`config.mk`:
```
export PLATFORM = sky130hd
export DESIGN_NAME = conv_window_fetch
export DESIGN_NICKNAME = d
export VERILOG_FILES = /design/src/rtl/conv_window_fetch.sv
export SDC_FILE = /design/constraint.sdc
export NUM_CORES = 2
export LEC_CHECK = 0
export CORE_AREA = 2 2 642 644
export DETAILED_ROUTE_END_ITERATION = 7
export DIE_AREA = 0 0 644 646
export HOLD_SLACK_MARGIN = 0.05
export PLACE_DENSITY = 0.35
export REMOVE_ABC_BUFFERS = 1
export SLEW_MARGIN = 0
export SYNTH_ARGS = -nofsm -noshare
export SYNTH_HDL_FRONTEND = slang
export SYNTH_SLANG_ARGS = --single-unit
```
`constraint.sdc`:
```
create_clock -name clk -period 7.5 [get_ports clk]
set_input_delay 0.75 -clock clk [delete_from_list [all_inputs] [get_ports clk]]
set_output_delay 0.75 -clock clk [all_outputs]
set_load 0.02 [all_outputs]
```
`src/rtl/conv_window_fetch.sv`:
```
// Window read sequencer: walks a KSIZE x KSIZE window over a row-major feature map,
// drives one buffer read port per window slot and presents each captured window on valid/ready.
module conv_window_lane #(
  parameter int unsigned            WIDTH      = 16,
  parameter int unsigned            ADDR_WIDTH = 32,
  parameter int unsigned            IMG_W      = 28,
  parameter int unsigned            STRIDE     = 1,
  parameter int unsigned            KI         = 0,
  parameter int unsigned            KJ         = 0,
  parameter logic [ADDR_WIDTH-1:0]  BASE_ADDR  = '0
) (
  input  logic                  clk,
  input  logic                  rst_n,
  input  logic [15:0]           r,
  input  logic [15:0]           c,
  input  logic                  cap,
  input  logic [WIDTH-1:0]      rd_data,
  output logic [ADDR_WIDTH-1:0] rd_addr,
  output logic [WIDTH-1:0]      win_word
);
  logic [ADDR_WIDTH-1:0] row, col;

  // Map coordinates of this slot; all arithmetic stays at address width.
  assign row     = ADDR_WIDTH'(r) * ADDR_WIDTH'(STRIDE) + ADDR_WIDTH'(KI);
  assign col     = ADDR_WIDTH'(c) * ADDR_WIDTH'(STRIDE) + ADDR_WIDTH'(KJ);
  assign rd_addr = BASE_ADDR + row * ADDR_WIDTH'(IMG_W) + col;

  always_ff @(posedge clk) begin
    if (!rst_n)   win_word <= '0;
    else if (cap) win_word <= rd_data;
  end
endmodule

module conv_window_fetch #(
  parameter int unsigned            WIDTH      = 16,
  parameter int unsigned            ADDR_WIDTH = 32,
  parameter int unsigned            KSIZE      = 5,
  parameter int unsigned            PORT_NUM   = 25,
  parameter int unsigned            IMG_W      = 28,
  parameter int unsigned            IMG_H      = 28,
  parameter int unsigned            STRIDE     = 1,
  parameter logic [ADDR_WIDTH-1:0]  BASE_ADDR  = '0
) (
  input  logic                           clk,
  input  logic                           rst_n,
  input  logic                           start,
  output logic                           busy,
  output logic                           done,
  output logic [PORT_NUM*ADDR_WIDTH-1:0] rd_addr_NP,
  input  logic [PORT_NUM*WIDTH-1:0]      rd_data_NP,
  output logic [PORT_NUM*WIDTH-1:0]      win_data,
  output logic                           win_valid,
  input  logic                           win_ready,
  output logic [15:0]                    win_row,
  output logic [15:0]                    win_col,
  output logic                           win_last
);
  localparam int unsigned OUT_W = (IMG_W - KSIZE) / STRIDE + 1;
  localparam int unsigned OUT_H = (IMG_H - KSIZE) / STRIDE + 1;

  typedef enum logic [1:0] {IDLE, FETCH, PRESENT, DONE} state_t;

  state_t                               state;
  logic [15:0]                          r, c;
  logic [PORT_NUM-1:0][ADDR_WIDTH-1:0]  addr;
  logic [PORT_NUM-1:0][WIDTH-1:0]       rdat, wdat;
  logic                                 cap, at_end, col_end;

  assign rdat       = rd_data_NP;
  assign rd_addr_NP = addr;
  assign win_data   = wdat;
  assign cap        = (state == FETCH);
  assign col_end    = (c == 16'(OUT_W - 1));
  assign at_end     = (r == 16'(OUT_H - 1)) && col_end;

  for (genvar k = 0; k < PORT_NUM; k++) begin : g_lane
    conv_window_lane #(
      .WIDTH(WIDTH), .ADDR_WIDTH(ADDR_WIDTH), .IMG_W(IMG_W), .STRIDE(STRIDE),
      .KI(k / KSIZE), .KJ(k % KSIZE), .BASE_ADDR(BASE_ADDR)
    ) u_lane (
      .clk(clk), .rst_n(rst_n), .r(r), .c(c), .cap(cap),
      .rd_data(rdat[k]), .rd_addr(addr[k]), .win_word(wdat[k])
    );
  end

  // win_valid is always high in PRESENT, so win_ready alone completes the handshake there.
  always_ff @(posedge clk) begin
    if (!rst_n) begin
      state     <= IDLE;
      r         <= '0;
      c         <= '0;
      win_valid <= 1'b0;
      done      <= 1'b0;
      busy      <= 1'b0;
      win_last  <= 1'b0;
      win_row   <= '0;
      win_col   <= '0;
    end else begin
      done <= 1'b0;
      case (state)
        IDLE: if (start) begin
          r     <= '0;
          c     <= '0;
          busy  <= 1'b1;
          state <= FETCH;
        end
        FETCH: begin
          win_row   <= r;
          win_col   <= c;
          win_last  <= at_end;
          win_valid <= 1'b1;
          state     <= PRESENT;
        end
        PRESENT: if (win_ready) begin
          win_valid <= 1'b0;
          if (win_last) begin
            done  <= 1'b1;
            state <= DONE;
          end else begin
            if (col_end) begin
              c <= '0;
              r <= r + 16'd1;
            end else begin
              c <= c + 16'd1;
            end
            state <= FETCH;
          end
        end
        DONE: begin
          busy  <= 1'b0;
          state <= IDLE;
        end
        default: state <= IDLE;
      endcase
    end
  end
endmodule

```
Yosys cells after proc, flatten, opt, wreduce, memory -nomap -nowiden
Index checks and enable logic that the tools add are counted.
Word-level totals
  register bits after elaboration: 470
  input bits: 404
  output and inout bits: 1236
  logic and storage cells: 112
Operators by class
  add/sub/neg operators: 35
  multipliers: 5
  eq/ne operators: 9
  muxes and demuxes: 18
  reductions and logical operators: 11
Operators by type and width (count)
  $add A32 B32 Y32: 17
  $add A32 B16 Y32: 5
  $mul A32 B3 Y30 const B: 4
  $mux W16: 7
  $add A32 B17 Y32: 3
  $add A16 B2 Y17 const B: 4
  $pmux W16 S2: 2
  $add A16 B1 Y17 const B: 2
  $add A16 B3 Y17 const B: 2
  $add A16 B1 Y16 const B: 2
  $eq A16 B5 Y1 const B: 2
  $mul A16 B3 Y19 const B: 1
  $ne A2 B2 Y1 const B: 4
  $pmux W2 S4: 1
  $mux W2: 3
  $reduce_and A2 Y1: 3
  $reduce_bool A2 Y1: 3
  $reduce_and A5 Y1: 1
  $eq A2 B2 Y1 const B: 2
  $pmux W1 S2: 2
  $reduce_and A4 Y1: 1
  $mux W1: 3
  $reduce_and A3 Y1: 1
  $eq A2 B1 Y1 const B: 1
  2 further kinds: 2

Longest topological paths before layout
  depth in word-level cells: 5
  gate-level depth with buffers: 26
  depth with buffers taken out: 25

Cells and area by module
A second synthesis with hierarchy kept.
Unflattened totals
  cell total of the unflattened synthesis: 9151
  area total of the unflattened synthesis: 76865.0 um^2
By module, submodules not included
  conv_window_lane (g_lane[11].u_lane): instances 1, cells each 388, area each 3181.8 um^2
  conv_window_lane (g_lane[9].u_lane): instances 1, cells each 377, area each 3180.6 um^2
  conv_window_lane (g_lane[14].u_lane): instances 1, cells each 360, area each 3148.0 um^2
  conv_window_fetch: instances 1, cells each 373, area each 3134.3 um^2
  conv_window_lane (g_lane[19].u_lane): instances 1, cells each 364, area each 3115.5 um^2
  conv_window_lane (g_lane[13].u_lane): instances 1, cells each 379, area each 3106.7 um^2
  conv_window_lane (g_lane[7].u_lane): instances 1, cells each 377, area each 3071.7 um^2
  conv_window_lane (g_lane[24].u_lane): instances 1, cells each 362, area each 3069.2 um^2
  conv_window_lane (g_lane[10].u_lane): instances 1, cells each 369, area each 3055.4 um^2
  conv_window_lane (g_lane[5].u_lane): instances 1, cells each 372, area each 3054.2 um^2
  conv_window_lane (g_lane[17].u_lane): instances 1, cells each 359, area each 3035.4 um^2
  conv_window_lane (g_lane[23].u_lane): instances 1, cells each 362, area each 3026.7 um^2
  conv_window_lane (g_lane[16].u_lane): instances 1, cells each 359, area each 3011.6 um^2
  conv_window_lane (g_lane[18].u_lane): instances 1, cells each 369, area each 3005.4 um^2
  +12 rows

Worst setup path after synthesis
OpenSTA, ideal clock, no wires.
  kind: register -> output
  start: register r[0]
  end: output port rd_addr_NP[306]
  arrival time: 6747 ps
  required time: 6750 ps
  path slack: 3 ps
  stages on the path, launching flop included: 25
  cell sequence: dfxtp_1 > clkbuf_1 > inv_1 > ha_1 > xor2_1 > inv_1 > xnor2_1 > ha_1 > fa_1 > a21o_1 > a21oi_1 > o21bai_1 > and2_1 > o21ai_0 > nand2b_1 > a21oi_1 > xnor2_1 > ha_1 > or2_2 > a21oi_1 > a31oi_1 > and4_1 > a2111oi_0 > nor2_1 > xor2_1
Between the ends
  cells in the longest elaborated chain, start to end: 3
RTL lines
  from (decl): line 64  | logic [15:0] r, c;
  from (signal assigned): line 122  | r <= r + 16'd1;
  $add A16 B1 Y17: line 24  | assign row = ADDR_WIDTH'(r) * ADDR_WIDTH'(STRIDE) + ADDR_WIDTH'(KI);
  $mul A32 B3 Y30: line 26  | assign rd_addr = BASE_ADDR + row * ADDR_WIDTH'(IMG_W) + col;
  $add A32 B32 Y32: line 26
  to (decl): line 49  | output logic [PORT_NUM*ADDR_WIDTH-1:0] rd_addr_NP,
Every way passes these cells.

Final worst setup path
  start: register r[5]
  end: output port rd_addr_NP[435]
Between the ends
  cells in the longest elaborated chain, start to end: 3
RTL lines (line)
  $add A16 B2 Y17: 24
  $mul A32 B3 Y30: 26
  $add A32 B32 Y32: 26
Every way passes these cells.

==> flow_summary_export.csv <==
group,metric,value,unit
status,status,"finished clean",
logic_synthesis,synth-compound-area-share,21.2,%
final_layout,final-instance-count-excl-fill,12746,
final_layout,utilization,17.3,%
clocking,cts_hold_buf,0,
final_layout,combined_area_of_the_multi_input_logic_cells,32400,um^2
timing,hold-worst-slack,461,ps
floorplan,num_rows,235,
clocking,tritoncts,"done",
hold_path,min-delay-path-class,"flop to flop",
logic_synthesis,syn-instance-count,5582,
global_routing,grt_max_degree,171,
power_and_ir_drop,cellPowerDensity,104,nW/um^2
logic_synthesis,post_synthesis_xor_xnor_area_fraction,12.5,%
route,iter_0_drt_violations,2321,
global_routing,antenna_found_initial,129,
route,detail_route.first_pass.iterations,7,
clocking,cts_buffers,69,
final_layout,area_growth_syn_to_layout,61.0,%
final_layout,register_area,9430,um^2
global_routing,grt_first_pass_wirelength,471,mm
floorplan,core-area,409000,um^2
worst_setup_path,timing.critical_path.buf_inv,7,
timing,pnr_worst_setup_slack,244,ps
global_routing,number_of_global_route_vias_before_repair,47286,
route,avgViaCountPerCell,3.65,
floorplan,die_x,644,um
worst_setup_path,worstPathMaxFanout,9,
timing,max_freq,138,MHz
global_routing,gr-total-overflow,0,
worst_setup_path,timing.critical_path.cells,"buf_4 > ha_1 > nand3_1 > xnor2_2 > buf_4 > inv_1 > fa_1 > ha_1 > nand3_1 > o22ai_2 > nor2_1 > xnor2_1 > buf_4 > ha_2 > o211a_1 > o21a_1 > o21ai_0 > buf_4 > a21oi_2 > buf_4 > a41o_1 > nand2_1 > xnor2_1 > clkdlybuf4s50_1",
route,final_antenna_net_count,0,
floorplan,pin_count,1640,
worst_setup_path,crit_slowest_cell,"sky130_fd_sc_hd__clkdlybuf4s50_1",
worst_setup_path,cp_common_cell,"sky130_fd_sc_hd__buf_4",
place,place.detailed.hpwl,323,mm
timing,setup_viols_final,0,
logic_synthesis,syn_area_per_cell,7.87,um^2
worst_setup_path,cp_slowest_stage_delay,630,ps
clocking,clkSinkCount,470,
run,max_cap_viol_count,0,
floorplan,start_util,10.8,%
worst_setup_path,timing.critical_path.max_delay_family,"buffers and inverters",
global_routing,groute.usage.overall,16.9,%
place,placed_cells,12587,
power_and_ir_drop,power.leakage,29.4,nW
worst_setup_path,setup.worst_path.class,"flop to output pin",
worst_setup_path,timing.critical_path.required,6750,ps
clocking,cts.root.buffer_cell,"sky130_fd_sc_hd__clkbuf_16",
clocking,cts_max_level,3,
route,drc_errors,0,
clocking,clk_pin_slew_worst_paths,60,ps
logic_synthesis,synth-edff-count,0,
timing,layout_min_cycle_time,7260,ps
timing,timing.final.crit_share,96.8,%
logic_synthesis,synth-main-ff-cell,"sky130_fd_sc_hd__dfxtp_1",
timing,relSlewSlack,26.3,%
final_layout,most_common_library_cell_in_the_layout_ignoring_fill_and_taps,"sky130_fd_sc_hd__clkdlybuf4s50_1",
worst_setup_path,critical_path.startpoint_type,"flop",
clocking,worst_skew_pair.late_latency,680,ps
route,wl_per_cell,28.8,um
logic_synthesis,ys_warn_count,0,
logic_synthesis,postSynth.asyncResetShare,0,%
power_and_ir_drop,power.total,0.00738,W
final_layout,fill_cells,46135,
clocking,clockBufferDepth,3,
logic_synthesis,post_synth_and_or_nand_nor_area_fraction,18.4,%
logic_synthesis,ys_seq_area_share,21.4,%
logic_synthesis,dominant_combinational_cell_family_by_area_after_synthesis,"compound AO/OA/AOI/OAI gates",
power_and_ir_drop,ir_drop,0.137,mV
final_layout,layout_common_cells,"sky130_fd_sc_hd__clkdlybuf4s50_1, sky130_fd_sc_hd__nand2_1, sky130_fd_sc_hd__buf_4, sky130_fd_sc_hd__ha_1, sky130_fd_sc_hd__dfxtp_1",
floorplan,floorplan.die_area,416000,um^2
worst_setup_path,critical_path_arrival,6510,ps
route,vias,46543,
floorplan,die_h,646,um
place,port_buffers,1409,
final_layout,layout.nets,8196,
timing,tightestPinTransition,1100,ps
timing,hold_viol,0,
logic_synthesis,synth.cell_area,43900,um^2
logic_synthesis,muxShareOfSynthArea,0.0228,%
final_layout,layout_cell_share_with_drive_strength_beyond_1,13.5,%
route,detail_route.wirelength,367,mm
logic_synthesis,postSynthRegisterBits,470,
timing,grt_setup_unrepaired,"true",
worst_setup_path,critical_path.endpoint_type,"output pin",
logic_synthesis,area_share_of_fa_ha_maj_cells_after_synthesis,17.7,%
place,gp_routability_congestion,0.906,
place,placement.setup.worst_slack,100,ps
timing,worst_clock_skew,38.1,ps
logic_synthesis,ys_types,102,
timing,report.final.slew_viol_count,0,
## metal layers
metal | share of wire (%) | GRT usage (%) | vias to the layer above
li1 | - | - | 21757
met1 | 33 | 15.7 | 22956
met2 | 59 | 36.4 | 1352
met3 | 5.6 | 3.86 | 368
met4 | 2.8 | 3.54 | 110
met5 | 0.19 | 0 | -
## logic make-up after synthesis
logic type               count (synthesis)
flip-flops                             470
XOR/XNOR                               612
multiplexers                             1
AND/OR/NAND/NOR                       1858
adder cells (fa/ha/maj)                567
buffers and inverters                  724
AO/OA/AOI/OAI                         1349
other                                    1
## flip-flops by register name, summed over array words and instances (netlist names)
name                    flops
c                          16
state                       2
win_row                    16
done                        1
busy                        1
win_valid                   1
g_lane.u_lane.win_word    400
win_last                    1
r                          16
win_col                    16
## repair_timing
action	in CTS	in global routing
setup buffers	1	19
endpoints found under the setup margin	120	92
gates resized for setup	60	72
pin swaps	2	11
## worst paths after layout
path	start	end	cells past startpoint	slack, ps
min	g_lane[20].u_lane.win_word[6]	g_lane[20].u_lane.win_word[6]	2	460
min reg2reg	g_lane[20].u_lane.win_word[6]	g_lane[20].u_lane.win_word[6]	2	460
max	r[5]	rd_addr_NP[435]	24	240
max reg2reg	c[2]	c[12]	9	4010
## cells in the mapped netlist, types with 8 or more instances
cell / instances / area (um^2)
sky130_fd_sc_hd__a2111oi_0: 9 / 78.8
sky130_fd_sc_hd__a211o_1: 10 / 87.6
sky130_fd_sc_hd__a211oi_1: 33 / 248
sky130_fd_sc_hd__a21boi_0: 445 / 3340
sky130_fd_sc_hd__a21o_1: 109 / 818
sky130_fd_sc_hd__a21oi_1: 287 / 1440
sky130_fd_sc_hd__a22oi_1: 18 / 135
sky130_fd_sc_hd__a31o_2: 10 / 87.6
sky130_fd_sc_hd__a31oi_1: 30 / 188
sky130_fd_sc_hd__a41oi_1: 10 / 87.6
sky130_fd_sc_hd__and2_1: 28 / 175
sky130_fd_sc_hd__and3_1: 35 / 219
sky130_fd_sc_hd__buf_2: 12 / 60.1
sky130_fd_sc_hd__buf_4: 299 / 2240
sky130_fd_sc_hd__clkbuf_1: 180 / 676
sky130_fd_sc_hd__dfxtp_1: 470 / 9410
sky130_fd_sc_hd__fa_1: 92 / 1840
sky130_fd_sc_hd__ha_1: 473 / 5920
sky130_fd_sc_hd__inv_1: 225 / 845
sky130_fd_sc_hd__nand2_1: 1063 / 3990
sky130_fd_sc_hd__nand2b_1: 54 / 338
sky130_fd_sc_hd__nand3_1: 88 / 440
sky130_fd_sc_hd__nand4_1: 23 / 144
sky130_fd_sc_hd__nor2_1: 293 / 1100
sky130_fd_sc_hd__nor2b_1: 103 / 644
sky130_fd_sc_hd__nor3_1: 89 / 445
sky130_fd_sc_hd__o211ai_1: 9 / 67.6
sky130_fd_sc_hd__o21a_1: 74 / 556
sky130_fd_sc_hd__o21ai_0: 154 / 771
sky130_fd_sc_hd__o21bai_1: 42 / 315
sky130_fd_sc_hd__o31a_1: 9 / 78.8
sky130_fd_sc_hd__o31ai_1: 13 / 97.6
sky130_fd_sc_hd__o41ai_1: 8 / 70.1
sky130_fd_sc_hd__or2_2: 26 / 163
sky130_fd_sc_hd__or3_1: 13 / 81.3
sky130_fd_sc_hd__xnor2_1: 453 / 3970
sky130_fd_sc_hd__xor2_1: 147 / 1290
## area by class of cell
class / instances / share of cell area, %
Sequential cell: 470 / 13.3
Timing Repair Buffer: 1841 / 26.8
Tap cell: 5451 / 9.64
Inverter: 228 / 1.21
Antenna cell: 21 / 0.0743
Multi-Input combinational cell: 4617 / 45.9
Clock buffer: 99 / 2.77
Clock inverter: 19 / 0.331
## tightest hold or removal path, cell delays in order, from the launching register on
cell                       delay (ps)
sky130_fd_sc_hd__dfxtp_1          300
sky130_fd_sc_hd__nand2_1           40
sky130_fd_sc_hd__a21boi_0          60
## stage by stage
step | setup TNS, ps | instance area, um^2
6_report | 0 | 70800
4_1_cts | -17.2 | 70200
3_5_place_dp | 0 | 67700
3_3_place_gp | 0 | 67700
5_1_grt | -66.5 | 70700
2_1_floorplan | -2813270 | 41800
## power breakdown
part / switching [W] / internal, W
Clock: 0.00149 / 0.00190
Combinational: 0.000797 / 0.000496
Sequential: 0.0000776 / 0.00262
Total: 0.00237 / 0.00501
No activity file was read; power rests on OpenSTA's default activity.
